<file path="config.mk">
export PLATFORM = sky130hd
export DESIGN_NAME = requant_scaler
export DESIGN_NICKNAME = d
export VERILOG_FILES = /design/src/rtl/requant_scaler.sv
export SDC_FILE = /design/constraint.sdc
export NUM_CORES = 1
export LEC_CHECK = 0
export ABC_AREA = 0
export CAP_MARGIN = 0
export CORE_ASPECT_RATIO = 0.8
export CORE_MARGIN = 10
export CORE_UTILIZATION = 40
export CTS_BUF_LIST = sky130_fd_sc_hd__clkbuf_4 sky130_fd_sc_hd__clkbuf_8 sky130_fd_sc_hd__clkbuf_16
export CTS_CLUSTER_SIZE = 40
export DETAILED_ROUTE_END_ITERATION = 16
export HOLD_SLACK_MARGIN = 0.03
export PLACE_DENSITY = 0.59
export REMOVE_ABC_BUFFERS = 1
export SKIP_LAST_GASP = 1
export SLEW_MARGIN = 25
export SYNTH_ARGS = -nofsm -noshare
export SYNTH_HDL_FRONTEND = slang
export SYNTH_SLANG_ARGS = --single-unit
</file>
<file path="constraint.sdc">
create_clock -name clk -period 7.83 [get_ports clk]
set_clock_uncertainty 0.15 [all_clocks]
set_input_delay 2.349 -clock clk [delete_from_list [all_inputs] [get_ports clk]]
set_output_delay 2.349 -clock clk [all_outputs]
set_load 0.05 [all_outputs]
</file>
<file path="src/rtl/requant_scaler.sv">
// Requantising scaler: signed accumulator results are multiplied by a runtime scale,
// rounded/shifted, offset and clamped to an unsigned index/value/enable stream.
module requant_scaler #(
   parameter int                     DATA_WIDTH    = 8,
   parameter int                     RESULT_WIDTH  = 21,
   parameter int                     SCALE_WIDTH   = 16,
   parameter int                     CELL_AMOUNT   = 4,
   parameter logic [SCALE_WIDTH-1:0] DEFAULT_SCALE = 16'd20837,
   parameter logic [7:0]             DEFAULT_SHIFT = 8'd23,
   parameter int                     OUTPUT_OFFSET = 0,
   parameter int                     ROUND_MODE    = 1
) (
   input  logic                           clk,
   input  logic                           rst_n,
   input  logic signed [RESULT_WIDTH-1:0] input_result,
   input  logic                           input_enable,
   input  logic                           cfg_load,
   input  logic        [SCALE_WIDTH-1:0]  cfg_scale,
   input  logic        [7:0]              cfg_shift,
   output logic        [DATA_WIDTH-1:0]   output_index,
   output logic        [DATA_WIDTH-1:0]   output_value,
   output logic                           output_enable,
   output logic                           output_last,
   output logic        [15:0]             sat_count,
   output logic                           busy
);

   localparam int PW = RESULT_WIDTH + SCALE_WIDTH + 1;
   localparam int EW = PW + 1;
   localparam logic [7:0] MAX_SHIFT = 8'(RESULT_WIDTH + SCALE_WIDTH - 1);
   localparam logic [DATA_WIDTH-1:0] LAST_IDX = DATA_WIDTH'(CELL_AMOUNT - 1);
   localparam logic signed [EW-1:0] OUT_MAX = EW'((1 << DATA_WIDTH) - 1);
   localparam logic signed [EW-1:0] OFFSET  = EW'(OUTPUT_OFFSET);
   localparam logic signed [EW-1:0] ONE     = EW'(1);

   logic [SCALE_WIDTH-1:0] scale_q;
   logic [7:0]             shift_q;
   logic signed [PW-1:0]   prod_q, prod_d;
   logic                   v1_q;
   logic [DATA_WIDTH-1:0]  idx_q, idx_d;
   logic [DATA_WIDTH-1:0]  out_idx_q, out_val_q, val_d;
   logic                   out_en_q, out_last_q;
   logic [15:0]            sat_q;
   logic                   sat_d;

   logic signed [PW-1:0] res_ext, scl_ext;
   logic signed [EW-1:0] half, biased, shifted, offs;

   // The scale is zero-extended so the signed multiply treats it as unsigned.
   assign res_ext = {{(PW-RESULT_WIDTH){input_result[RESULT_WIDTH-1]}}, input_result};
   assign scl_ext = {{(PW-SCALE_WIDTH){1'b0}}, scale_q};
   assign prod_d  = res_ext * scl_ext;

   assign busy = v1_q | (idx_q != '0);

   always_comb begin
      half = '0;
      if (ROUND_MODE != 0) begin
         half = ONE << (shift_q - 8'd1);
      end
      biased  = {prod_q[PW-1], prod_q} + half;
      shifted = biased >>> shift_q;
      offs    = shifted + OFFSET;
      sat_d   = 1'b0;
      val_d   = offs[DATA_WIDTH-1:0];
      if (offs < 0) begin
         val_d = '0;
         sat_d = 1'b1;
      end else if (offs > OUT_MAX) begin
         val_d = '1;
         sat_d = 1'b1;
      end
      idx_d = (idx_q == LAST_IDX) ? '0 : idx_q + 1'b1;
   end

   // Config only changes with nothing in flight, so stage 2 can use shift_q directly.
   always_ff @(posedge clk or negedge rst_n) begin
      if (!rst_n) begin
         scale_q <= DEFAULT_SCALE;
         shift_q <= DEFAULT_SHIFT;
      end else if (cfg_load && !busy && !input_enable) begin
         scale_q <= cfg_scale;
         if (cfg_shift != 8'd0 && cfg_shift <= MAX_SHIFT) begin
            shift_q <= cfg_shift;
         end
      end
   end

   always_ff @(posedge clk or negedge rst_n) begin
      if (!rst_n) begin
         prod_q <= '0;
         v1_q   <= 1'b0;
      end else begin
         v1_q <= input_enable;
         if (input_enable) begin
            prod_q <= prod_d;
         end
      end
   end

   always_ff @(posedge clk or negedge rst_n) begin
      if (!rst_n) begin
         idx_q      <= '0;
         out_idx_q  <= '0;
         out_val_q  <= '0;
         out_en_q   <= 1'b0;
         out_last_q <= 1'b0;
         sat_q      <= '0;
      end else begin
         out_en_q   <= v1_q;
         out_last_q <= v1_q && (idx_q == LAST_IDX);
         if (v1_q) begin
            out_idx_q <= idx_q;
            out_val_q <= val_d;
            idx_q     <= idx_d;
            if (sat_d && sat_q != 16'hFFFF) begin
               sat_q <= sat_q + 16'd1;
            end
         end
      end
   end

   assign output_index  = out_idx_q;
   assign output_value  = out_val_q;
   assign output_enable = out_en_q;
   assign output_last   = out_last_q;
   assign sat_count     = sat_q;

endmodule

</file>
Word-level counts from Yosys, hierarchy flattened
Index checks and enable logic that the tools add are counted.
{"block": "totals", "regBits": 105, "in_bits": 49, "output_inout_bits": 35, "wordCells": 39}
{"block": "classes", "n_addsub": 4, "n_mul": 1, "n_lt_le_gt_ge": 3, "n_eq_ne": 2, "shift": 2, "mux": 5, "bitwise": 1, "n_reduce_logical": 11}
{"operator": "$add A39 B39 Y39", "count": 1}
{"operator": "$gt A39 B9 Y1 const B", "count": 1}
{"operator": "$lt A39 B1 Y1 const B", "count": 1}
{"operator": "$shl A1 B8 Y39 const A", "count": 1}
{"operator": "$sshr A39 B8 Y39", "count": 1}
{"operator": "$mul A21 B17 Y38", "count": 1}
{"operator": "$mux W8", "count": 3}
{"operator": "$add A16 B1 Y16 const B", "count": 1}
{"operator": "$ne A16 B16 Y1 const B", "count": 1}
{"operator": "$reduce_bool A8 Y1", "count": 2}
{"operator": "$add A8 B1 Y8 const B", "count": 1}
{"operator": "$eq A8 B2 Y1 const B", "count": 1}
{"operator": "$le A8 B6 Y1 const B", "count": 1}
{"operator": "$sub A8 B1 Y8 const B", "count": 1}
{"operator": "$logic_and A1 B1 Y1", "count": 5}
{"operator": "$reduce_and A2 Y1", "count": 2}
{"operator": "$logic_not A1 Y1", "count": 2}
{"operator": "$mux W1", "count": 2}
{"operator": "$or A1 B1 Y1", "count": 1}

Logic depth before layout (Yosys ltp)
{"block": "logic_depth", "word_depth": 9, "mapped_depth": 33, "depth_no_buf": 29}

Worst setup path after synthesis
No wires, ideal clock.
{"block": "synth_path", "path_kind": "input to register", "from": "input input_result[9]", "to": "register prod_q[36]", "setup_time_ns": 0.125, "t_arrival_ns": 8.408, "t_required_ns": 7.555, "slack_ns": -0.852, "stages": 25, "path_buffers": 1, "path_cell_list": "clkbuf_1 nand2_1 fa_1 inv_1 fa_1 inv_1 fa_1 fa_1 inv_1 fa_1 fa_1 ha_1 a21oi_1 nor3b_1 a2111oi_0 nand3b_1 a31oi_1 a21oi_1 a211oi_1 o311ai_0 a21o_1 a21o_1 a21oi_1 xnor2_1 mux2_2"}
{"block": "synth_via", "elab_chain_len": 1}
{"item": "from (decl)", "line_no": "15", "text": "input logic signed [RESULT_WIDTH-1:0] input_result,"}
{"item": "$mul A21 B17 Y38", "line_no": "52", "text": "assign prod_d = res_ext * scl_ext;"}
{"item": "to (signal assigned)", "line_no": "96", "text": "prod_q <= prod_d;"}
{"item": "to (decl)", "line_no": "38", "text": "logic signed [PW-1:0] prod_q, prod_d;"}
No other way between the ends.
A chain may end at the register's enable or synchronous reset.

Worst setup path in the final report
{"block": "layout_path", "from": "input input_result[5]", "to": "register prod_q[37]"}
The elaborated chain is that of the path after synthesis.

==> run metrics <==
core area 58020 sq um; Post-Route WL 76900 um; RSZ-0062 raised after global routing yes; Gate Count Post-Synth 2782; final setup violation count 11; Die X 290.3 um; layout cells sized above 1 0.2220; largest net degree at the start of global routing 70; Crit path largest cell delay 0.55 ns; final worst setup slack -0.5066 ns; Starting Density 0.4030; Synth-to-Final Area Change 22.97%; failing checks setup timing; HPWL Detailed 64340 um; ys async rst share 1.000; Worst-path clk slew 0.08 ns; Max Cap Viol 0; placed cell area 27250 sq um; first-pass GRT wire length 124600 um; vias per cell 5.518; Vias 21.64k; CTS max path bufs 2; Seq. cell area 2641 sq um; drt drc 0; initial antenna violation count 1; Num CTS Buffers 9; Post-synth EDFFs 0; total gr overflow 0; final instance area 28750 sq um; Die ar. 68580 sq um; max-slew violation count 0; RePlAce Congestion 0.9748; I/O pins 84; setup tns final -3.930 ns; crit path max fanout 5; status finished, violations left; most numerous cell in the Yosys netlist inv_1; Total GRT Usage 0.2235; sequential-to-total area share from yosys stat 0.1130; chip height 236.2 um; Max transition margin 0.4034; CTS root buffer clkbuf_16; Fillers 5559; prevailing post-synth register cell dfrtp_1; post-synth top area cell fa_1; CP max-delay cell fa_1; Reg2Reg Depth 31; crit path launch type input port; Fin. Hold Viols 0; Layout Nets 3670; hold path cells 1; CTS sink cnt 105; H-tree depth reported by CTS 3; # diodes 0; CP Data Required Time 7.96 ns; WL/cell 19.61 um; Cell variety after synth 102; synth cell count leaders 402 x inv_1, 348 x nand2_1, 336 x fa_1, 167 x nor2_1, 155 x and2_1; FF+latch count, synth 105; final antenna-violating net count 0; Hold Buf Count CTS 0; DRT Pass-1 Iters 6; CP endpoint kind flip-flop; top post-synthesis cells by area fa_1 29%, dfrtp_1 10%, ha_1 7.3%; Worst R2R Setup Slack 0.35 ns; vias in the first global route 22.42k; minimum clock period 8.337 ns; Period Utilization, post-route 1.065; Arr. time, crit path 8.47 ns; CTS tree yes; row count 79; hold slack 0.3395 ns; worst min path class reg -> reg; syn avg cell area 8.404 sq um; IO buf count 83; latest clock arrival within the worst-skew pair 0.40 ns; critical path type in -> reg; worst-margin pin slew 0.8949 ns; Yosys warning count 0; Most common cell on crit path fa_1; Multi-input gate area 19180 sq um; Starting DRT DRC Count 1578; Max Clock Freq 120.0 MHz; share of the synthesized area in the top cell type 0.2877; mapped cell area 23380 sq um
[cells in the final DEF, fill, tap and decap left out, drive strengths merged, types with 9 or more instances in the layout]
cell           instances
a211o                 15
a211oi                33
a21o                  37
a21oi                115
a221oi                10
a31oi                 26
and2                 155
and3                  28
and4                  10
buf                  433
clkbuf                12
clkdlybuf4s50         61
dfrtp                 94
dfstp                 11
fa                   336
ha                   137
inv                  406
mux2                  65
mux2i                 18
nand2                349
nand2b                22
nand3                 44
nand4                 19
nor2                 167
nor2b                 11
nor3                  65
nor4                  15
o211ai                22
o21a                  19
o21ai                107
o221ai                10
o22ai                 13
o311ai                 9
o31ai                 18
or2                   16
or3                   22
or4                   10
xnor2                 49
xor2                  30
[per-layer routing]
layer,global-route usage,up-vias,routed length (um)
met5,0,-,0
met4,0.04549,0,1261
met3,0.03670,76,5521
met2,0.3410,740,33480
met1,0.3268,10825,36640
li1,-,10001,-
[state kept, by name, indices dropped and copies added, names as in the netlist]
name / flops
idx_q: 8
output_enable: 1
output_index: 8
output_last: 1
output_value: 8
prod_q: 38
sat_count: 16
scale_q: 16
shift_q: 8
v1_q: 1
[area by class of cell]
class / instances / area share
Multi-Input combinational cell: 2127 / 0.6670
Timing Repair Buffer: 501 / 0.1443
Sequential cell: 105 / 0.09186
Inverter: 404 / 0.05274
Tap cell: 769 / 0.03346
Clock buffer: 9 / 0.007833
Clock inverter: 7 / 0.002829
[timing repair]
action	CTS	global route
setup buffers	28	20
endpoints found under the hold margin	0	0
setup endpoints to repair	20	39
pin swaps	68	94
resized for setup	174	117
gates cloned	0	0
[per-stage QoR]
stage	util	cells	setup slack, ns
6_report	0.4955	3922	-0.5066
5_1_grt	0.4955	3922	-0.7093
4_1_cts	0.4858	3903	-0.5637
3_5_place_dp	0.4697	3860	-1.963
3_3_place_gp	0.4697	3860	-1.940
2_1_floorplan	-	2636	-0.5813
[kinds of logic after synthesis]
logic type / count (synthesis) / share of synthesized area
buffers and inverters: 550 / 0.09504
AND/OR/NAND/NOR: 958 / 0.2020
flip-flops: 105 / 0.1130
multiplexers: 85 / 0.04094
XOR/XNOR: 80 / 0.03056
AO/OA/AOI/OAI: 531 / 0.1575
adder cells (fa/ha/maj): 473 / 0.3610
[worst paths after layout]
check | startpoint | endpoint
max | input_result[5] | prod_q[37]
max in group asynchronous | rst_n | prod_q[16]
min reg2reg | sat_count[13] | sat_count[13]
min in group asynchronous | rst_n | output_value[6]
max reg2reg | shift_q[5] | sat_count[12]
min | sat_count[13] | sat_count[13]
[critical path: cells and delay by family]
kind,cells,cell delay [ns]
AND/OR/NAND/NOR,3,0.33
adder cells (fa/ha/maj),7,3.31
AO/OA/AOI/OAI,8,1.64
XOR/XNOR,1,0.13
buffers and inverters,7,0.71
Power is not shown: default switching activity piles up to over one toggle a cycle in this logic, so the estimate is an artifact.
